File: config.mk
export PLATFORM = sky130hd
export DESIGN_NAME = bcd_serial_addsub
export DESIGN_NICKNAME = d
export VERILOG_FILES = /design/src/rtl/bcd_pkg.sv /design/src/rtl/bcd_digit_add.sv /design/src/rtl/bcd_serial_addsub.sv
export SDC_FILE = /design/constraint.sdc
export NUM_CORES = 1
export LEC_CHECK = 0
export ABC_AREA = 1
export CAP_MARGIN = 5
export CORE_ASPECT_RATIO = 2
export CORE_UTILIZATION = 41
export DETAILED_ROUTE_END_ITERATION = 12
export PLACE_DENSITY = 0.63
export SYNTH_ARGS = -nofsm -noshare
export SYNTH_HDL_FRONTEND = slang
export SYNTH_SLANG_ARGS = --single-unit
File: constraint.sdc
create_clock -name clk -period 3.1 [get_ports clk]
set_clock_uncertainty 0.2 [all_clocks]
set_input_delay 0.775 -clock clk [delete_from_list [all_inputs] [get_ports clk]]
set_output_delay 0.775 -clock clk [all_outputs]
set_load 0.02 [all_outputs]
File: src/rtl/bcd_pkg.sv
// Shared constants, FSM encoding and digit helpers for the serial BCD add/subtract datapath.
package bcd_pkg;

  localparam logic [3:0] BCD_MAX  = 4'd9;
  localparam logic [3:0] BCD_CORR = 4'd6;

  typedef enum logic [1:0] {
    IDLE   = 2'd0,
    RUN    = 2'd1,
    RECOMP = 2'd2,
    DONE   = 2'd3
  } state_t;

  function automatic logic [3:0] nines(input logic [3:0] d);
    return BCD_MAX - d;
  endfunction

  function automatic logic digit_bad(input logic [3:0] d);
    return d > BCD_MAX;
  endfunction

endpackage

File: src/rtl/bcd_digit_add.sv
// Single-digit BCD adder: binary sum of two digits plus carry, +6 correction above nine.
module bcd_digit_add
  import bcd_pkg::*;
(
  input  logic [3:0] x,
  input  logic [3:0] y,
  input  logic       cin,
  output logic [3:0] s,
  output logic       cout
);

  logic [4:0] bin;
  logic [4:0] corr;

  assign bin  = {1'b0, x} + {1'b0, y} + {4'b0000, cin};
  assign corr = bin + {1'b0, BCD_CORR};
  assign cout = bin > {1'b0, BCD_MAX};
  assign s    = cout ? corr[3:0] : bin[3:0];

endmodule

File: src/rtl/bcd_serial_addsub.sv
// Digit-serial packed-BCD adder/subtractor; one shared digit adder walks LSD to MSD,
// with a second pass that re-complements negative differences to sign-magnitude.
module bcd_serial_addsub
  import bcd_pkg::*;
#(
  parameter int DIGITS = 4
) (
  input  logic                  clk,
  input  logic                  rst_n,
  input  logic                  start,
  input  logic                  sub,
  input  logic [4*DIGITS-1:0]   a,
  input  logic [4*DIGITS-1:0]   b,
  output logic                  busy,
  output logic                  done,
  output logic [4*DIGITS-1:0]   result,
  output logic                  cout,
  output logic                  neg,
  output logic                  invalid
);

  localparam int IDXW = (DIGITS > 1) ? $clog2(DIGITS) : 1;
  localparam logic [IDXW-1:0] LAST = IDXW'(DIGITS - 1);

  state_t                     state;
  state_t                     state_n;
  logic [DIGITS-1:0][3:0]     a_q;
  logic [DIGITS-1:0][3:0]     b_q;
  logic [DIGITS-1:0][3:0]     result_q;
  logic [DIGITS-1:0][3:0]     a_in;
  logic [DIGITS-1:0][3:0]     b_in;
  logic                       sub_q;
  logic                       carry_q;
  logic [IDXW-1:0]            idx_q;
  logic                       busy_q;
  logic                       done_q;
  logic                       cout_q;
  logic                       neg_q;
  logic                       invalid_q;

  logic                       accept;
  logic                       in_bad;
  logic                       last;
  logic [3:0]                 dx;
  logic [3:0]                 dy;
  logic [3:0]                 dsum;
  logic                       dcout;

  assign a_in = a;
  assign b_in = b;

  always_comb begin
    in_bad = 1'b0;
    for (int i = 0; i < DIGITS; i++) begin
      if (digit_bad(a_in[i]) || digit_bad(b_in[i])) in_bad = 1'b1;
    end
  end

  // The done pulse trails the DONE state by one cycle, so that cycle also refuses start.
  assign accept = (state == IDLE) && start && !done_q;
  assign last   = (idx_q == LAST);

  always_comb begin
    if (state == RECOMP) begin
      dx = nines(result_q[idx_q]);
      dy = 4'd0;
    end else begin
      dx = a_q[idx_q];
      dy = sub_q ? nines(b_q[idx_q]) : b_q[idx_q];
    end
  end

  bcd_digit_add u_digit (
    .x    (dx),
    .y    (dy),
    .cin  (carry_q),
    .s    (dsum),
    .cout (dcout)
  );

  always_comb begin
    state_n = state;
    case (state)
      IDLE:    if (accept) state_n = in_bad ? DONE : RUN;
      RUN:     if (last) state_n = (!sub_q || dcout) ? DONE : RECOMP;
      RECOMP:  if (last) state_n = DONE;
      DONE:    state_n = IDLE;
      default: state_n = IDLE;
    endcase
  end

  always_ff @(posedge clk or negedge rst_n) begin
    if (!rst_n) state <= IDLE;
    else        state <= state_n;
  end

  always_ff @(posedge clk or negedge rst_n) begin
    if (!rst_n) begin
      a_q       <= '0;
      b_q       <= '0;
      sub_q     <= 1'b0;
      result_q  <= '0;
      carry_q   <= 1'b0;
      idx_q     <= '0;
      busy_q    <= 1'b0;
      done_q    <= 1'b0;
      cout_q    <= 1'b0;
      neg_q     <= 1'b0;
      invalid_q <= 1'b0;
    end else begin
      busy_q <= (state == RUN) || (state == RECOMP);
      done_q <= (state == DONE);
      case (state)
        IDLE: begin
          if (accept) begin
            a_q       <= a_in;
            b_q       <= b_in;
            sub_q     <= sub;
            result_q  <= '0;
            cout_q    <= 1'b0;
            neg_q     <= 1'b0;
            invalid_q <= in_bad;
            idx_q     <= '0;
            carry_q   <= sub;
          end
        end
        RUN: begin
          result_q[idx_q] <= dsum;
          carry_q         <= dcout;
          if (last) begin
            idx_q <= '0;
            if (!sub_q) begin
              cout_q <= dcout;
            end else if (!dcout) begin
              neg_q   <= 1'b1;
              carry_q <= 1'b1;
            end
          end else begin
            idx_q <= idx_q + 1'b1;
          end
        end
        RECOMP: begin
          result_q[idx_q] <= dsum;
          carry_q         <= dcout;
          idx_q           <= last ? '0 : idx_q + 1'b1;
        end
        default: ;
      endcase
    end
  end

  assign busy    = busy_q;
  assign done    = done_q;
  assign result  = result_q;
  assign cout    = cout_q;
  assign neg     = neg_q;
  assign invalid = invalid_q;

endmodule

# --- Word-level counts from Yosys, hierarchy flattened ---
# Cells that the tools add are included.
totals:
  elab_cells: 110
  reg_bits: 59
  output_inout_bits: 21
op_classes:
  addsub: 6
  n_eq_ne: 10
  reduce_logical: 22
  muxes: 40
  magnitude_cmp: 11
op_table:
  columns: ["operator", "count"]
  rows:
  - ["$gt A4 B4 Y1 const B", 8]
  - ["$mux W4", 8]
  - ["$pmux W16 S2", 1]
  - ["$bmux W4 S2", 3]
  - ["$bwmux W16", 1]
  - ["$mux W16", 1]
  - ["$mux W1", 14]
  - ["$mux W2", 6]
  - ["$ne A2 B2 Y1 const B", 6]
  - ["$demux W4 S2", 1]
  - ["$pmux W2 S4", 1]
  - ["$sub A4 B4 Y4 const A", 2]
  - ["$eq A2 B2 Y1 const B", 3]
  - ["$logic_or A1 B1 Y1", 6]
  - ["$reduce_and A2 Y1", 3]
  - ["$add A4 B4 Y5", 1]
  - ["$add A5 B1 Y5", 1]
  - ["$gt A5 B4 Y1 const B", 1]
  - ["$reduce_and A5 Y1", 1]
  - ["$add A4 B3 Y4 const B", 1]
  - ["$pmux W1 S2", 2]
  - ["$pmux W2 S2", 1]
  - ["$reduce_and A4 Y1", 1]
  - ["$reduce_bool A2 Y1", 2]
  - ["other kinds (11)", 14]

# --- Logic depth before layout (Yosys ltp) ---
depth:
  word_depth: 12
  mapped_depth: 22
  ltp_nobuf: 21

# --- Modules after synthesis ---
# From an unflattened synthesis, not the netlist that was laid out.
unflattened:
  cells_unflattened: 451
  area_unflattened_um2: 3404.5
modules_own_cells:
  columns: ["mod", "area_each_um2", "seq_area_each_um2", "cells_per_inst", "instances"]
  rows:
  - ["bcd_serial_addsub", 3104.2, 1476.4, 404, 1]
  - ["bcd_digit_add", 300.3, 0.0, 47, 1]

# --- Least setup slack after synthesis ---
# OpenSTA, ideal clock, no wires.
synth_path:
  path_type: "reg2reg"
  startpoint: "register idx_q[1]"
  endpoint: "register result_q (netlist bit result[7])"
  t_arrival_ns: 2.918
  slack_ns: -0.146
  path_stages_with_launch: 19
  required_ns: 2.772
  n_path_buf: 1
  cell_sequence: "dfrtp_1 -> inv_2 -> buf_2 -> a21oi_1 -> o21ai_0 -> nand3_1 -> o21ai_0 -> fa_1 -> fa_1 -> inv_1 -> ha_1 -> inv_1 -> nor2_1 -> a21oi_1 -> nand2_1 -> nand2_2 -> nand2_1 -> nand3_1 -> o21ai_0"
synth_via:
  elab_chain_len: 11
  elab_cells_between_ends: 23
  classes_between: "5 x add/sub; 3 x order compare; 14 x mux; 1 x reduce/logical"
synth_rtl:
  columns: ["element", "line", "source"]
  rows:
  - ["start: declaration", "bcd_serial_addsub.sv:34", "logic [IDXW-1:0] idx_q;"]
  - ["start signal: assignment", "bcd_serial_addsub.sv:139", "idx_q <= idx_q + 1'b1;"]
  - ["start signal: assignment", "bcd_serial_addsub.sv:145", "idx_q <= last ? '0 : idx_q + 1'b1;"]
  - ["$bmux W4 S2", "bcd_serial_addsub.sv:69", "dy = sub_q ? nines(b_q[idx_q]) : b_q[idx_q];"]
  - ["$mux W4 (not written as such)", "bcd_serial_addsub.sv:69", null]
  - ["$sub A4 B4 Y4", "bcd_pkg.sv:15", "return BCD_MAX - d;"]
  - ["$mux W4", "bcd_serial_addsub.sv:69", null]
  - ["$mux W4", "bcd_serial_addsub.sv:64", "if (state == RECOMP) begin"]
  - ["$add A4 B4 Y5", "bcd_digit_add.sv:15", "assign bin = {1'b0, x} + {1'b0, y} + {4'b0000, cin};"]
  - ["$add A5 B1 Y5", "bcd_digit_add.sv:15", null]
  - ["$add A4 B3 Y4 / $gt A5 B4 Y1 (equally long branches)", "bcd_digit_add.sv:16, bcd_digit_add.sv:17", null]
  - ["$mux W4", "bcd_digit_add.sv:18", "assign s = cout ? corr[3:0] : bin[3:0];"]
  - ["$bwmux W16 (*)", "bcd_serial_addsub.sv:128, bcd_serial_addsub.sv:143", null]
  - ["$pmux W16 S2 (*)", "bcd_serial_addsub.sv:113", "case (state)"]
  - ["end signal: indexed assignment", "bcd_serial_addsub.sv:128", "result_q[idx_q] <= dsum;"]
  - ["end signal: indexed assignment", "bcd_serial_addsub.sv:143", "result_q[idx_q] <= dsum;"]
  - ["end: declaration", "bcd_serial_addsub.sv:29", "logic [DIGITS-1:0][3:0] result_q;"]
# Every way passes the cells marked *; elsewhere a longest branch is shown, timed or not. The select of a mux whose other input is x is not followed.
# A chain may end at the register's enable or synchronous reset.

# --- Final worst setup path ---
layout_path:
  startpoint: "register idx_q[0]"
  endpoint: "register result_q (netlist bit result[15])"
# The elaborated chain is that of the path after synthesis.

==> results.json <==
{
  "finalCritPeriodShare_pct": 106,
  "setup_ws_ps": -176,
  "maxCapViolCount": 0,
  "final_antenna_net_count": 0,
  "cp-start-kind": "flop",
  "syn_area_um2": 3270,
  "final-setup-viol-count": 16,
  "die_area_um2": 8370,
  "failed_checks": "setup timing",
  "final-hold-violation-count": 0,
  "hp-class": "in2async",
  "fin_util_pct": 60.6,
  "cp_data_required_time_ps": 3110,
  "syn_to_final_growth_pct": 41.7,
  "layout_min_cycle_time_ps": 3280,
  "crit_arrival_ps": 3290,
  "die_h_um": 128,
  "fmax_ghz": 0.305,
  "diodes": 0,
  "io_buffers": 56,
  "cts_buffers": 9,
  "cp_max_fo": 10,
  "grt_pass1_vias": 3290,
  "path_class": "reg2reg",
  "via_per_inst": 5.16,
  "clk_pin_slew_worst_paths_ps": 50,
  "yosys_warnings": 0,
  "crit_path_end_kind": "flop",
  "cts_sinks": 59,
  "start_util_pct": 42.8,
  "wire_per_inst_um": 14.9,
  "regToRegSetupSlack_ps": -180,
  "hpwl_um": 7220,
  "cts_tree": "yes",
  "synth.distinct_cells": 27,
  "clk-insertion-delay-late_ps": 340,
  "relSlewSlack_pct": 63.8,
  "grt_overflow": 0,
  "initialDrtViolationCount": 141,
  "synth.top_cells.by_area": "dfrtp_1 (45%), nand2_1 (16%), o21ai_0 (7.8%)",
  "fin_setup_tns_ps": -2110,
  "grt_start_max_net_pins": 39,
  "core_area_um2": 7660,
  "vias": 3220,
  "syn_inst": 432,
  "antenna_found_initial": 0,
  "grtUsageTotal_pct": 25.2,
  "tightest_slew_ps": 538,
  "first_pass_iters": 5,
  "drive_above_1_share_pct": 18.7,
  "chipWidth_um": 65.2,
  "synth-seq-cells": 59,
  "rows": 45,
  "yosys.area.top_type": "dfrtp_1",
  "outcome": "finished with violations",
  "wl_um": 9280,
  "cts_hold_buf": 0,
  "h-tree-depth": 3,
  "cts_buffer_depth": 2,
  "drcViolationCount": 0,
  "nNetsFinal": 578,
  "ioPinCount": 57,
  "globalplace.congestion": 0.935,
  "root_buffer": "clkbuf_16",
  "dp.cells": 602,
  "synth_seq_area_share_pct": 45.1,
  "slew_violations": 0,
  "grt_pass1_wl_um": 15500,
  "synthesis.nets": 485,
  "syn_avg_cell_area_um2": 7.58,
  "stdcell_count": 624,
  "grt_setup_unrepaired": "true",
  "synth_top_area_share_pct": 45.1
}
## worst max-delay path: stages (launching register included)
cell and delay, ps:
dfrtp_2 460, buf_6 160, a21oi_1 140, o21ai_1 100, nand3_1 100, o21ai_2 70, fa_2 380, fa_2 570
inv_2 50, ha_4 150, inv_2 50, nor2_1 30, a21oi_1 140, nand2_2 120, nand2_4 140, nand2_4 100
nand3_1 90, o21ai_1 80
## synthesized netlist by cell type (all sizes together)
cell	number
a21oi	27
a22o	1
a22oi	1
a31oi	1
a32o	3
buf	7
clkbuf	6
clkinv	1
dfrtp	59
fa	2
ha	15
inv	49
nand2	145
nand3	28
nand4	2
nor2	27
o211ai	1
o21ai	54
o22a	1
o22ai	2
## layout make-up
| class | count | area [µm²] |
|---|---|---|
| fillers | 703 | 3020 |
| multi-input cells | 310 | 1680 |
| flip-flops and latches | 59 | 1480 |
| repair buffers | 95 | 872 |
| clock buffers | 12 | 246 |
| inverters | 50 | 194 |
| well taps | 94 | 118 |
| clock inverters | 4 | 50.0 |
## flip-flops by register name, summed over array words and instances, names as in the netlist
signal / flops
done: 1
sub_q: 1
idx_q: 2
invalid: 1
cout: 1
a_q: 16
b_q: 16
state: 2
carry_q: 1
neg: 1
busy: 1
result: 16
## final timing paths
path,start,to,depth (start not counted)
worst max-delay path,idx_q[0]$_DFFE_PN0P_,result[15]$_DFFE_PN0P_,17
worst min-delay path,rst_n,result[15]$_DFFE_PN0P_,1
worst max register to register,idx_q[0]$_DFFE_PN0P_,result[15]$_DFFE_PN0P_,17
worst min register to register,a_q[6]$_DFFE_PN0P_,a_q[6]$_DFFE_PN0P_,2
max in group asynchronous,rst_n,idx_q[1]$_DFFE_PN0P_,2
min in group clk,a_q[6]$_DFFE_PN0P_,a_q[6]$_DFFE_PN0P_,2
## stage by stage
| stage | area (µm²) | hold slack, ps | setup WS (ps) |
|---|---|---|---|
| global placement | 4170 | 257 | -177 |
| global route | 4640 | 22.8 | -307 |
| CTS | 4620 | 22.6 | -130 |
| finish | 4640 | 26.5 | -176 |
| detailed placement | 4170 | 268 | -278 |
| floorplan | 3330 | 244 | 2.63 |
## cells in the final DEF, fill, tap and decap left out, drive strengths merged, types with 3 or more instances in the layout
master         synthesis  routed
o21ai                 54      54
a21oi                 27      27
clkbuf                 6      12
dfrtp                 59      59
inv                   49      49
a32o                   3       3
clkdlybuf4s50          0      55
nand2                145     145
nand3                 28      28
nor2                  27      27
ha                    15      15
buf                    7      40
## per-layer routing
metal / global-route usage [%] / part of all wire, % / vias up
li1: - / - / 1587
met3: 5.41 / 3.1 / 30
met1: 24.8 / 36 / 1516
met5: 0 / 0 / -
met4: 14.6 / 4.6 / 0
met2: 46.6 / 56 / 87
## kinds of logic (layout without fill, tap and decap cells)
group           Yosys count  count (layout)  share of synthesized area (%)
compound gates           91              91                           15.1
flops                    59              59                           45.1
simple gates            202             202                           25.3
fa+ha+maj                17              17                           6.95
buf+inv                  63             161                           7.57
## what timing repair did
action / 4_1_cts / 5_1_grt
setup endpoints to repair: 16 / 16
setup buffers: 6 / 0
pin swaps: 6 / 4
cloned: 0 / 0
gates resized for setup: 29 / 8
Power is left out: the tool's default activity adds up to more than one toggle a clock period on the data nets, which glitch-free logic cannot reach.
